--- config.mk ---
export PLATFORM = sky130hd
export DESIGN_NAME = mips_cycle_sequencer
export DESIGN_NICKNAME = d
export VERILOG_FILES = /design/src/rtl/mips_cycle_sequencer.sv
export SDC_FILE = /design/constraint.sdc
export NUM_CORES = 1
export LEC_CHECK = 0
export BUFFER_PORTS_ARGS = -buffer_cell sky130_fd_sc_hd__buf_4
export CAP_MARGIN = 25
export CELL_PAD_IN_SITES_DETAIL_PLACEMENT = 1
export CELL_PAD_IN_SITES_GLOBAL_PLACEMENT = 2
export CORE_ASPECT_RATIO = 0.9
export CORE_UTILIZATION = 37
export DETAILED_ROUTE_END_ITERATION = 10
export PLACE_DENSITY = 0.82
export SYNTH_ARGS = -nofsm -noshare
export SYNTH_HDL_FRONTEND = slang
export SYNTH_SLANG_ARGS = --single-unit
--- constraint.sdc ---
create_clock -name clk -period 4.1 [get_ports clk]
set_clock_uncertainty 0.1 [all_clocks]
set_input_delay 0.82 -clock clk [delete_from_list [all_inputs] [get_ports clk]]
set_output_delay 0.82 -clock clk [all_outputs]
set_load 0.005 [all_outputs]
--- src/rtl/mips_cycle_sequencer.sv ---
// Phase sequencer for the multicycle MIPS core: run / single-step / halt-at-boundary with prescaled pacing.
// Optional breakpoint-on-instruction-count support is enabled by defining SEQ_BREAKPOINT_EN.
module mips_cycle_sequencer #(
    parameter int NUM_STATES = 7,
    parameter int PRESCALE   = 50000000,
    parameter int CNT_WIDTH  = 16
) (
    input  logic                 clk,
    input  logic                 reset,
    input  logic                 enable,
    input  logic                 run_mode,
    input  logic                 step_req,
    input  logic                 fast,
    input  logic                 halt_req,
    input  logic                 resume,
`ifdef SEQ_BREAKPOINT_EN
    input  logic                 bp_valid,
    input  logic [CNT_WIDTH-1:0] bp_count,
`endif
    output logic [2:0]           count_state,
    output logic                 state_adv,
    output logic                 instr_done,
    output logic [CNT_WIDTH-1:0] instr_count,
    output logic [1:0]           seq_state,
    output logic                 busy
);

    localparam int PS_W = (PRESCALE > 1) ? $clog2(PRESCALE) : 1;
    localparam logic [PS_W-1:0] PS_LAST = PS_W'(PRESCALE - 1);
    localparam logic [2:0] LAST_PHASE = 3'(NUM_STATES - 1);

    typedef enum logic [1:0] {
        IDLE   = 2'd0,
        RUN    = 2'd1,
        STEP   = 2'd2,
        HALTED = 2'd3
    } seq_t;

    seq_t                 state;
    logic [PS_W-1:0]      prescaler;
    logic                 halt_latch;
    logic                 step_req_d;
    logic                 step_rise;
    logic                 halt_pending;
    logic                 tick;
    logic                 wrap;
    logic                 bp_hit;
    logic [CNT_WIDTH-1:0] instr_next;

    assign step_rise    = step_req & ~step_req_d;
    assign halt_pending = halt_latch | halt_req;
    assign tick         = enable & (fast | (prescaler == PS_LAST));
    assign wrap         = (count_state == LAST_PHASE);
    assign instr_next   = instr_count + 1'b1;
    assign seq_state    = state;
    assign busy         = (state == RUN) || (state == STEP);

`ifdef SEQ_BREAKPOINT_EN
    assign bp_hit = bp_valid && (instr_next == bp_count);
`else
    assign bp_hit = 1'b0;
`endif

    always_ff @(posedge clk) begin
        if (!reset) begin
            state       <= IDLE;
            count_state <= 3'd0;
            state_adv   <= 1'b0;
            instr_done  <= 1'b0;
            instr_count <= '0;
            prescaler   <= '0;
            halt_latch  <= 1'b0;
            step_req_d  <= 1'b0;
        end else begin
            step_req_d <= step_req;
            state_adv  <= 1'b0;
            instr_done <= 1'b0;
            if (halt_req)
                halt_latch <= 1'b1;

            case (state)
                IDLE: begin
                    if (halt_pending) begin
                        state <= HALTED;
                    end else if (enable && run_mode) begin
                        state     <= RUN;
                        prescaler <= '0;
                    end else if (enable && !run_mode && step_rise) begin
                        state     <= STEP;
                        prescaler <= '0;
                    end
                end

                RUN, STEP: begin
                    if (enable) begin
                        if (!fast)
                            prescaler <= (prescaler == PS_LAST) ? '0 : prescaler + 1'b1;
                        if (tick) begin
                            state_adv <= 1'b1;
                            if (wrap) begin
                                count_state <= 3'd0;
                                instr_done  <= 1'b1;
                                instr_count <= instr_next;
                                // Exit decisions only at the instruction boundary, never mid-instruction.
                                if (bp_hit) begin
                                    halt_latch <= 1'b1;
                                    state      <= HALTED;
                                end else if (halt_pending) begin
                                    state <= HALTED;
                                end else if (state == STEP || !run_mode) begin
                                    state <= IDLE;
                                end
                            end else begin
                                count_state <= count_state + 3'd1;
                            end
                        end
                    end
                end

                HALTED: begin
                    count_state <= 3'd0;
                    // A simultaneous halt_req keeps the sequencer halted with the latch set.
                    if (resume && !halt_req) begin
                        state      <= IDLE;
                        halt_latch <= 1'b0;
                    end
                end

                default: state <= IDLE;
            endcase
        end
    end

endmodule

-- Word level (Yosys, flattened, before mapping)
Index checks and enable logic that the tools add are counted.
- add/sub/neg operators: 3
- equal/unequal tests: 14
- muxes and demuxes: 26
- bitwise operators: 5
- reduce and logical (&&, ||, !) cells: 18
- operators by type and width (cell ; count):
    $mux 26 ; 6
    $pmux 26 s2 ; 1
    $add 26x1->26 const B ; 1
    $eq 26x26->1 const B ; 1
    $mux 2 ; 9
    $add 16x1->16 const B ; 1
    $ne 2x2->1 const B ; 6
    $mux 3 ; 3
    $reduce_and 4->1 ; 2
    $ne 3x3->1 const B ; 2
    $pmux 2 s3 ; 1
    $pmux 3 s2 ; 1
    $reduce_and 3->1 ; 2
    $reduce_and 6->1 ; 1
    $mux 1 ; 5
    $reduce_and 5->1 ; 1
    $eq 2x2->1 const B ; 2
    $logic_and 1x1->1 ; 4
    $ne 4x4->1 const B ; 1
    $reduce_bool 2->1 ; 2
    $add 3x1->3 const B ; 1
    $eq 3x3->1 const B ; 1
    $and 1x1->1 ; 2
    $eq 2x1->1 const B ; 1
    other kinds (6) ; 9
- register bits: 51
- bits of input ports: 8
- output and inout port bits: 24
- logic and storage cells: 74

-- Depth between registers and ports, before layout
Gate-level depths: netlist of run 1.
- depth in word-level cells: 8
- gate-level depth with buffers: 10
- depth with buffers taken out: 7

-- Worst setup path before layout of run 1
OpenSTA, ideal clock, no wires.
- path kind: register to register
- start: register state[0] (netlist: seq_state[0])
- end: register prescaler[23]
- library setup time: 67 ps
- data arrival time: 2405 ps
- data required time: 3933 ps
- slack: 1528 ps
- cell stages (with the launch flop): 10
- buffers on the path: 2
- period minus slack after synthesis: 2572 ps
- cells stage by stage: dfxtp_1 -> inv_1 -> ha_1 -> clkbuf_1 -> inv_1 -> o221ai_1 -> or3_4 -> buf_6 -> or4_4 -> a21oi_2
- cells in the longest elaborated chain, start to end: 4
- elaborated cells between the ends (all ways): 11
- classes of those cells: eq/ne (6); mux (1); reduce/logical (4)
- RTL lines (what ; line ; RTL):
    from (decl) ; 39 ; seq_t state;
    from (signal assigned) ; 66 ; state <= IDLE;
    from (signal assigned) ; 84 ; state <= HALTED;
    from (signal assigned) ; 86 ; state <= RUN;
    $eq 2x1->1 or $eq 2x2->1 (tied branches) ; 81 ; case (state)
    $reduce_or 2->1 ; 81 ;
    $ne 2x2->1 (no source line) or $reduce_bool 2->1 (tied branches) ; -- ;
    $reduce_and 5->1 (no source line) ; -- ;
    to (signal assigned) ; 97 ; prescaler <= (prescaler == PS_LAST) ? '0 : prescaler + 1'b1;
    to (decl) ; 40 ; logic [PS_W-1:0] prescaler;
Parallel ways exist; a longest one is shown, timed or not.
A chain may end at the register's enable or synchronous reset.

-- Worst setup path after layout of run 1
Ends and elaborated chain as after synthesis.

==> results.sh, run 1 <==
export IMPL_ys_flop_type="dfxtp_1"
export IMPL_wl_met2_mm=3.364
export IMPL_vias_per_cell=5.726
export IMPL_dp_cells=438
export IMPL_ys_top_cells_by_area="dfxtp_1 38%, xnor2_1 4.8%, nand2_1 4.4%, o41ai_1 3.5%, a21oi_1 3.3%"
export IMPL_dr_pass1_iters=4
export IMPL_crit_top_cell="inv_1"
export IMPL_whs_path_depth=2
export IMPL_p_per_area_nw_per_um2=365.7
export IMPL_cts_root_buf="clkbuf_8"
export IMPL_io_pins=32
export IMPL_diodes=0
export IMPL_cts_buffer_depth=2
export IMPL_critPathMaxStageDelay_ns=0.50
export IMPL_synth_seq_cells=51
export IMPL_syn_area_um2=2719
export IMPL_die_area_um2=7695
export IMPL_grt_max_degree=26
export IMPL_synth_warnings=0
export IMPL_avgSynthCellArea_um2=8.264
export IMPL_slowest_stage="or4_4"
export IMPL_grt_pass1_wl_mm=12.06
export IMPL_final_cell_mix="51 x dfxtp_1, 35 x buf_4, 32 x nand2_1, 21 x nor2_1, 18 x a21oi_1"
export IMPL_avgRoutedWirePerCell_um=15.88
export IMPL_fin_cells=446
export IMPL_gp_congestion=0.7525
export IMPL_setup_violations_final=0
export IMPL_netlist_area_leader_share=0.3755
export IMPL_start_util=0.3843
export IMPL_slew_headroom=0.4447
export IMPL_drcViolationCount=0
export IMPL_hold_end="instr_count[15]$_SDFFE_PN0P_"
export IMPL_p_leak_nw=1.018
export IMPL_final_max_slew_viol_count=0
export IMPL_rr_startpoint="seq_state[0]$_SDFFE_PN0P_"
export IMPL_ys_types=50
export IMPL_layout_commonest_cell="dfxtp_1"
export IMPL_die_w_um=92.36
export IMPL_cts_buffers=5
export IMPL_rsz0062_at_grt="false"
export IMPL_cts_tree="built"
export IMPL_crit_arrival_ns=2.92
export IMPL_crit_type="flop to flop"
export IMPL_tns_ns=0
export IMPL_antenna_left=0
export IMPL_num_vias=2554
export IMPL_grt_pass1_vias=2541
export IMPL_post_cts_resized=0
export IMPL_antenna_found_initial=0
export IMPL_top_layer="met4"
export IMPL_row_count=29
export IMPL_synth_edf_count=0
export IMPL_max_cap_viol_count=0
export IMPL_routed_wl_mm=7.082
export IMPL_met3_length_um=183
export IMPL_post_synth_top_area_cell="dfxtp_1"
export IMPL_clock_sinks=51
export IMPL_min_period_ns=2.773
export IMPL_utilization=0.4387
export IMPL_postSynthCellCount=329
export IMPL_numPortBuffers=31
export IMPL_coreArea_um2=7076
export IMPL_worstHoldStart="instr_count[15]$_SDFFE_PN0P_"
export IMPL_post_cts_buffers=0
export IMPL_power_w=0.001135
export IMPL_max_freq_mhz=360.7
export IMPL_cts_hold_buf=0
export IMPL_status="completed"
export IMPL_drive_gt1_frac=0.1530
export IMPL_worstPathBufferInverterCount=3
export IMPL_syn_nets=343
export IMPL_dp_hpwl_mm=5.080
export IMPL_clk_pin_slew_ns=0.09
export IMPL_max_vdd_ir_drop_mv=0.2071
export IMPL_r2r_cells=8
export IMPL_crit_family="simple AND/OR/NAND/NOR gates"
export IMPL_yosysSeqAreaShare=0.3755
export IMPL_timing_rr_end="prescaler[23]$_SDFFE_PN0P_"
export IMPL_crit_chain="inv_1 > ha_1 > inv_1 > o221ai_1 > buf_4 > or3_4 > or4_4 > a21oi_2"
export IMPL_worstSetupStartpointType="flop"
export IMPL_grt_use_total=0.1940
export IMPL_post_route_period_util=0.6762
export IMPL_required_ns=4.25
export IMPL_fp_dieH_um=83.32
export IMPL_dr_first_iter_drc_count=99
export IMPL_syn2layout_area_growth_pct=14.17
export IMPL_async_reset_ff_frac=0
export IMPL_clock_latency_ns=0.30
export IMPL_finalHoldViolCount=0
export IMPL_rrSetupSlack_ns=1.33
export IMPL_path_max_fanout=13
export IMPL_end_kind="flop"
export IMPL_fin_nets=366
export IMPL_htree_levels=2
export IMPL_worst_pin_slew_ns=0.8222
export IMPL_hold_class="flop to flop"
export IMPL_met1_length_mm=3.470
export IMPL_gr_total_overflow=0
## worst min-delay path, cell delays in order (launching register included)
cell and delay [ns]:
dfxtp_1 0.32, o21ai_0 0.07, a21oi_1 0.06
## cell families after synthesis
group | after synthesis | synth area share
mux | 4 | 0.01519
fa+ha+maj | 6 | 0.02761
buf+inv | 29 | 0.04280
xor+xnor | 16 | 0.05154
compound gates | 69 | 0.1740
simple gates | 154 | 0.3134
flops | 51 | 0.3755
## where the power goes
| group | internal, W | switching (W) | leakage, nW |
|---|---|---|---|
| combinational | 0.000113 | 0.000201 | 0.564 |
| clock | 0.000120 | 0.000170 | 0.0412 |
| sequential | 0.000513 | 0.0000183 | 0.412 |
| total | 0.000746 | 0.000389 | 1.02 |
## state kept, by name (all words and copies together) (netlist names)
signal,cells
prescaler,26
seq_state,2
instr_done,1
instr_count,16
step_req_d,1
count_state,3
halt_latch,1
state_adv,1
## per-layer routing
metal  vias up  track usage
li1       1274            -
met1      1244       0.2510
met2        28       0.3306
met3         8      0.03663
met4         0      0.04688
met5         -            0
## area by class of cell
cell class	instances	area [um^2]
fillers	881	3971
multi-input cells	249	1582
flip-flops and latches	51	1021
repair buffers	35	262.8
well taps	93	116.4
clock buffers	6	72.57
inverters	10	37.54
clock inverters	2	12.51
## per-stage QoR
stage | setup slack [ns] | hold slack, ns | area (um^2)
after detailed placement | 1.308 | 0.3838 | 3019
after global placement | 1.350 | 0.3645 | 3019
after floorplan | 1.528 | 0.3537 | 2719
after CTS | 1.313 | 0.3969 | 3104
after global routing | 1.136 | 0.4310 | 3104
final | 1.327 | 0.3916 | 3104
## cells in the mapped netlist (2+ instances only)
cell and count:
inv_1 10, mux2i_1 3, nand4_1 12, and2_1 3, o31ai_1 5, a21oi_1 18, ha_1 6, nor2b_1 3
or3_2 3, clkbuf_1 18, nor4_1 10, nor4b_1 2, o41ai_1 11, nand2b_1 9, xnor2_1 15, and3_1 5
nand3_1 17, or4_1 5, o21ai_0 13, nor3_1 12, nor2_1 21, o21a_1 2, nor4bb_1 2, or3_1 7
or4_4 2, nand2_1 32, o311ai_0 8, o211ai_1 3, dfxtp_1 51
## worst max path at each step
stage,from,end,cells past startpoint
after floorplan,seq_state[0]$_SDFFE_PN0P_,prescaler[23]$_SDFFE_PN0P_,9
after global placement,halt_req,prescaler[23]$_SDFFE_PN0P_,7
after detailed placement,halt_req,prescaler[23]$_SDFFE_PN0P_,7
after CTS,seq_state[0]$_SDFFE_PN0P_,prescaler[23]$_SDFFE_PN0P_,8
after global routing,prescaler[17]$_SDFFE_PN0P_,instr_count[3]$_SDFFE_PN0P_,6
final,seq_state[0]$_SDFFE_PN0P_,prescaler[23]$_SDFFE_PN0P_,8
Power figures use the tool's default switching activity.
==> run 2: changes to the inputs <==
--- a/config.mk
+++ b/config.mk
@@ -10,9 +10,9 @@
 export CELL_PAD_IN_SITES_DETAIL_PLACEMENT = 1
 export CELL_PAD_IN_SITES_GLOBAL_PLACEMENT = 2
 export CORE_ASPECT_RATIO = 0.9
-export CORE_UTILIZATION = 37
+export CORE_UTILIZATION = 35
 export DETAILED_ROUTE_END_ITERATION = 10
-export PLACE_DENSITY = 0.82
+export PLACE_DENSITY = 0.78
 export SYNTH_ARGS = -nofsm -noshare
 export SYNTH_HDL_FRONTEND = slang
 export SYNTH_SLANG_ARGS = --single-unit
==> constraint.sdc (replaced) <==
create_clock -name clk -period 2.9 [get_ports clk]
set_clock_uncertainty 0.1 [all_clocks]
set_input_delay 0.58 -clock clk [delete_from_list [all_inputs] [get_ports clk]]
set_output_delay 0.58 -clock clk [all_outputs]
set_load 0.005 [all_outputs]
==> results.sh, run 2 (synthesis results as in run 1) <==
export IMPL_status="completed"
export IMPL_final_max_slew_viol_count=0
export IMPL_fin_nets=375
export IMPL_max_cap_viol_count=0
export IMPL_drive_gt1_frac=0.1768
export IMPL_final_cell_mix="51 x dfxtp_1, 44 x buf_4, 32 x nand2_1, 21 x nor2_1, 18 x a21oi_1"
export IMPL_die_area_um2=8125
export IMPL_finalHoldViolCount=0
export IMPL_cts_tree="built"
export IMPL_fp_dieH_um=85.62
export IMPL_largest_register_ffs=26
export IMPL_num_vias=2571
export IMPL_slowest_stage="o41a_1"
export IMPL_crit_type="flop to flop"
export IMPL_post_cts_resized=0
export IMPL_p_sw_w=0.0005861
export IMPL_internal_power_w=0.001086
export IMPL_path_max_fanout=19
export IMPL_avgRoutedWirePerCell_um=16.72
export IMPL_dr_pass1_iters=4
export IMPL_gp_congestion=0.7659
export IMPL_min_period_ns=2.548
export IMPL_drcViolationCount=0
export IMPL_worstPathBufferInverterCount=1
export IMPL_max_freq_mhz=392.4
export IMPL_p_leak_nw=1.067
export IMPL_clk_pin_slew_ns=0.10
export IMPL_p_per_area_nw_per_um2=526.8
export IMPL_start_util=0.3604
export IMPL_numPortBuffers=31
export IMPL_slew_headroom=0.4651
export IMPL_largestRegisters="prescaler: 26 flops, instr_count: 16 flops, count_state: 3 flops"
export IMPL_coreArea_um2=7545
export IMPL_htree_levels=2
export IMPL_vias_per_cell=5.614
export IMPL_diodes=0
export IMPL_holdWs_ns=0.3912
export IMPL_antenna_found_initial=0
export IMPL_crit_chain="and3_1 > nand4_1 > o41a_1 > buf_4 > o311ai_0 > o41ai_1"
export IMPL_layout_commonest_cell="dfxtp_1"
export IMPL_critPathMaxStageDelay_ns=0.61
export IMPL_p_clk_frac=0.252
export IMPL_cts_root_buf="clkbuf_8"
export IMPL_post_route_period_util=0.8787
export IMPL_end_kind="flop"
export IMPL_clock_sinks=51
export IMPL_utilization=0.4207
export IMPL_syn2layout_area_growth_pct=16.75
export IMPL_post_cts_buffers=0
export IMPL_multi_input_area_um2=1582
export IMPL_max_vdd_ir_drop_mv=0.3268
export IMPL_required_ns=2.98
export IMPL_grt_use_total=0.2052
export IMPL_nFillCells=933
export IMPL_row_count=30
export IMPL_routed_wl_mm=7.656
export IMPL_gr_total_overflow=0
export IMPL_postPlaceCellArea_um2=3090
export IMPL_hold_class="primary input to flop"
export IMPL_grt_pass1_wl_mm=13.14
export IMPL_dr_first_iter_drc_count=91
export IMPL_crit_arrival_ns=2.63
export IMPL_grt_max_degree=27
export IMPL_final_cell_area_um2=3174
export IMPL_cts_hold_buf=0
export IMPL_die_w_um=94.91
export IMPL_cts_buffer_depth=2
export IMPL_rsz0062_at_grt="false"
export IMPL_dp_hpwl_mm=5.652
export IMPL_io_pins=32
export IMPL_antenna_left=0
export IMPL_cts_buffers=5
export IMPL_p_comb_frac=0.297
export IMPL_max_flop_register="prescaler"
export IMPL_worst_pin_slew_ns=0.7950
export IMPL_crit_family="compound AO/OA/AOI/OAI gates"
export IMPL_grt_pass1_vias=2528
export IMPL_setup_violations_final=0
export IMPL_worstSetupStartpointType="flop"
export IMPL_ff_latch_area_um2=1021
export IMPL_swShare=0.3505
export IMPL_p_seq_frac=0.451
export IMPL_clock_latency_ns=0.31
export IMPL_tns_ns=0
==> run 2: metal layers <==
layer	share of wire	GRT usage	vias to the layer above
met5	0	0	-
met4	0.0072	0.04270	0
met3	0.020	0.03191	5
met2	0.43	0.3061	25
met1	0.54	0.3089	1249
li1	-	-	1292
==> run 2: worst register-to-register path, cell delays in order, from the launching register on <==
cell	delay, ns
dfxtp_1	0.43
and3_1	0.30
nand4_1	0.19
o41a_1	0.61
buf_4	0.28
o311ai_0	0.35
o41ai_1	0.15
==> run 2: power groups by stage <==
stage                     clock network (W)  logic [W]  registers [W]
after CTS                          0.000431   0.000504       0.000755
after floorplan                           0   0.000300       0.000764
after global placement                    0   0.000491       0.000769
final                              0.000421   0.000497       0.000754
after detailed placement                  0   0.000500       0.000770
after global routing               0.000463   0.000559       0.000761
==> run 2: stage by stage <==
step	std cells	worst slack (ns)	power, W
6_report	458	0.3517	0.001672
3_3_place_gp	450	0.4117	0.001259
4_1_cts	458	0.3329	0.001690
5_1_grt	458	0.1390	0.001783
2_1_floorplan	329	0.3277	0.001063
3_5_place_dp	450	0.3654	0.001270
==> run 2: final timing paths <==
check,start,endpoint,slack (ns),depth (start not counted)
worst max-delay path,prescaler[13]$_SDFFE_PN0P_,instr_count[7]$_SDFFE_PN0P_,0.35,6
worst min-delay path,step_req,step_req_d$_SDFF_PN0_,0.39,2
worst max register to register,prescaler[13]$_SDFFE_PN0P_,instr_count[7]$_SDFFE_PN0P_,0.35,6
worst min register to register,prescaler[19]$_SDFFE_PN0P_,prescaler[19]$_SDFFE_PN0P_,0.40,2
==> run 2: area by class of cell <==
class	instances	area share
well taps	96	0.03784
clock buffers	5	0.02168
clock inverters	3	0.004730
inverters	10	0.01183
flip-flops and latches	51	0.3216
repair buffers	44	0.1041
multi-input cells	249	0.4982
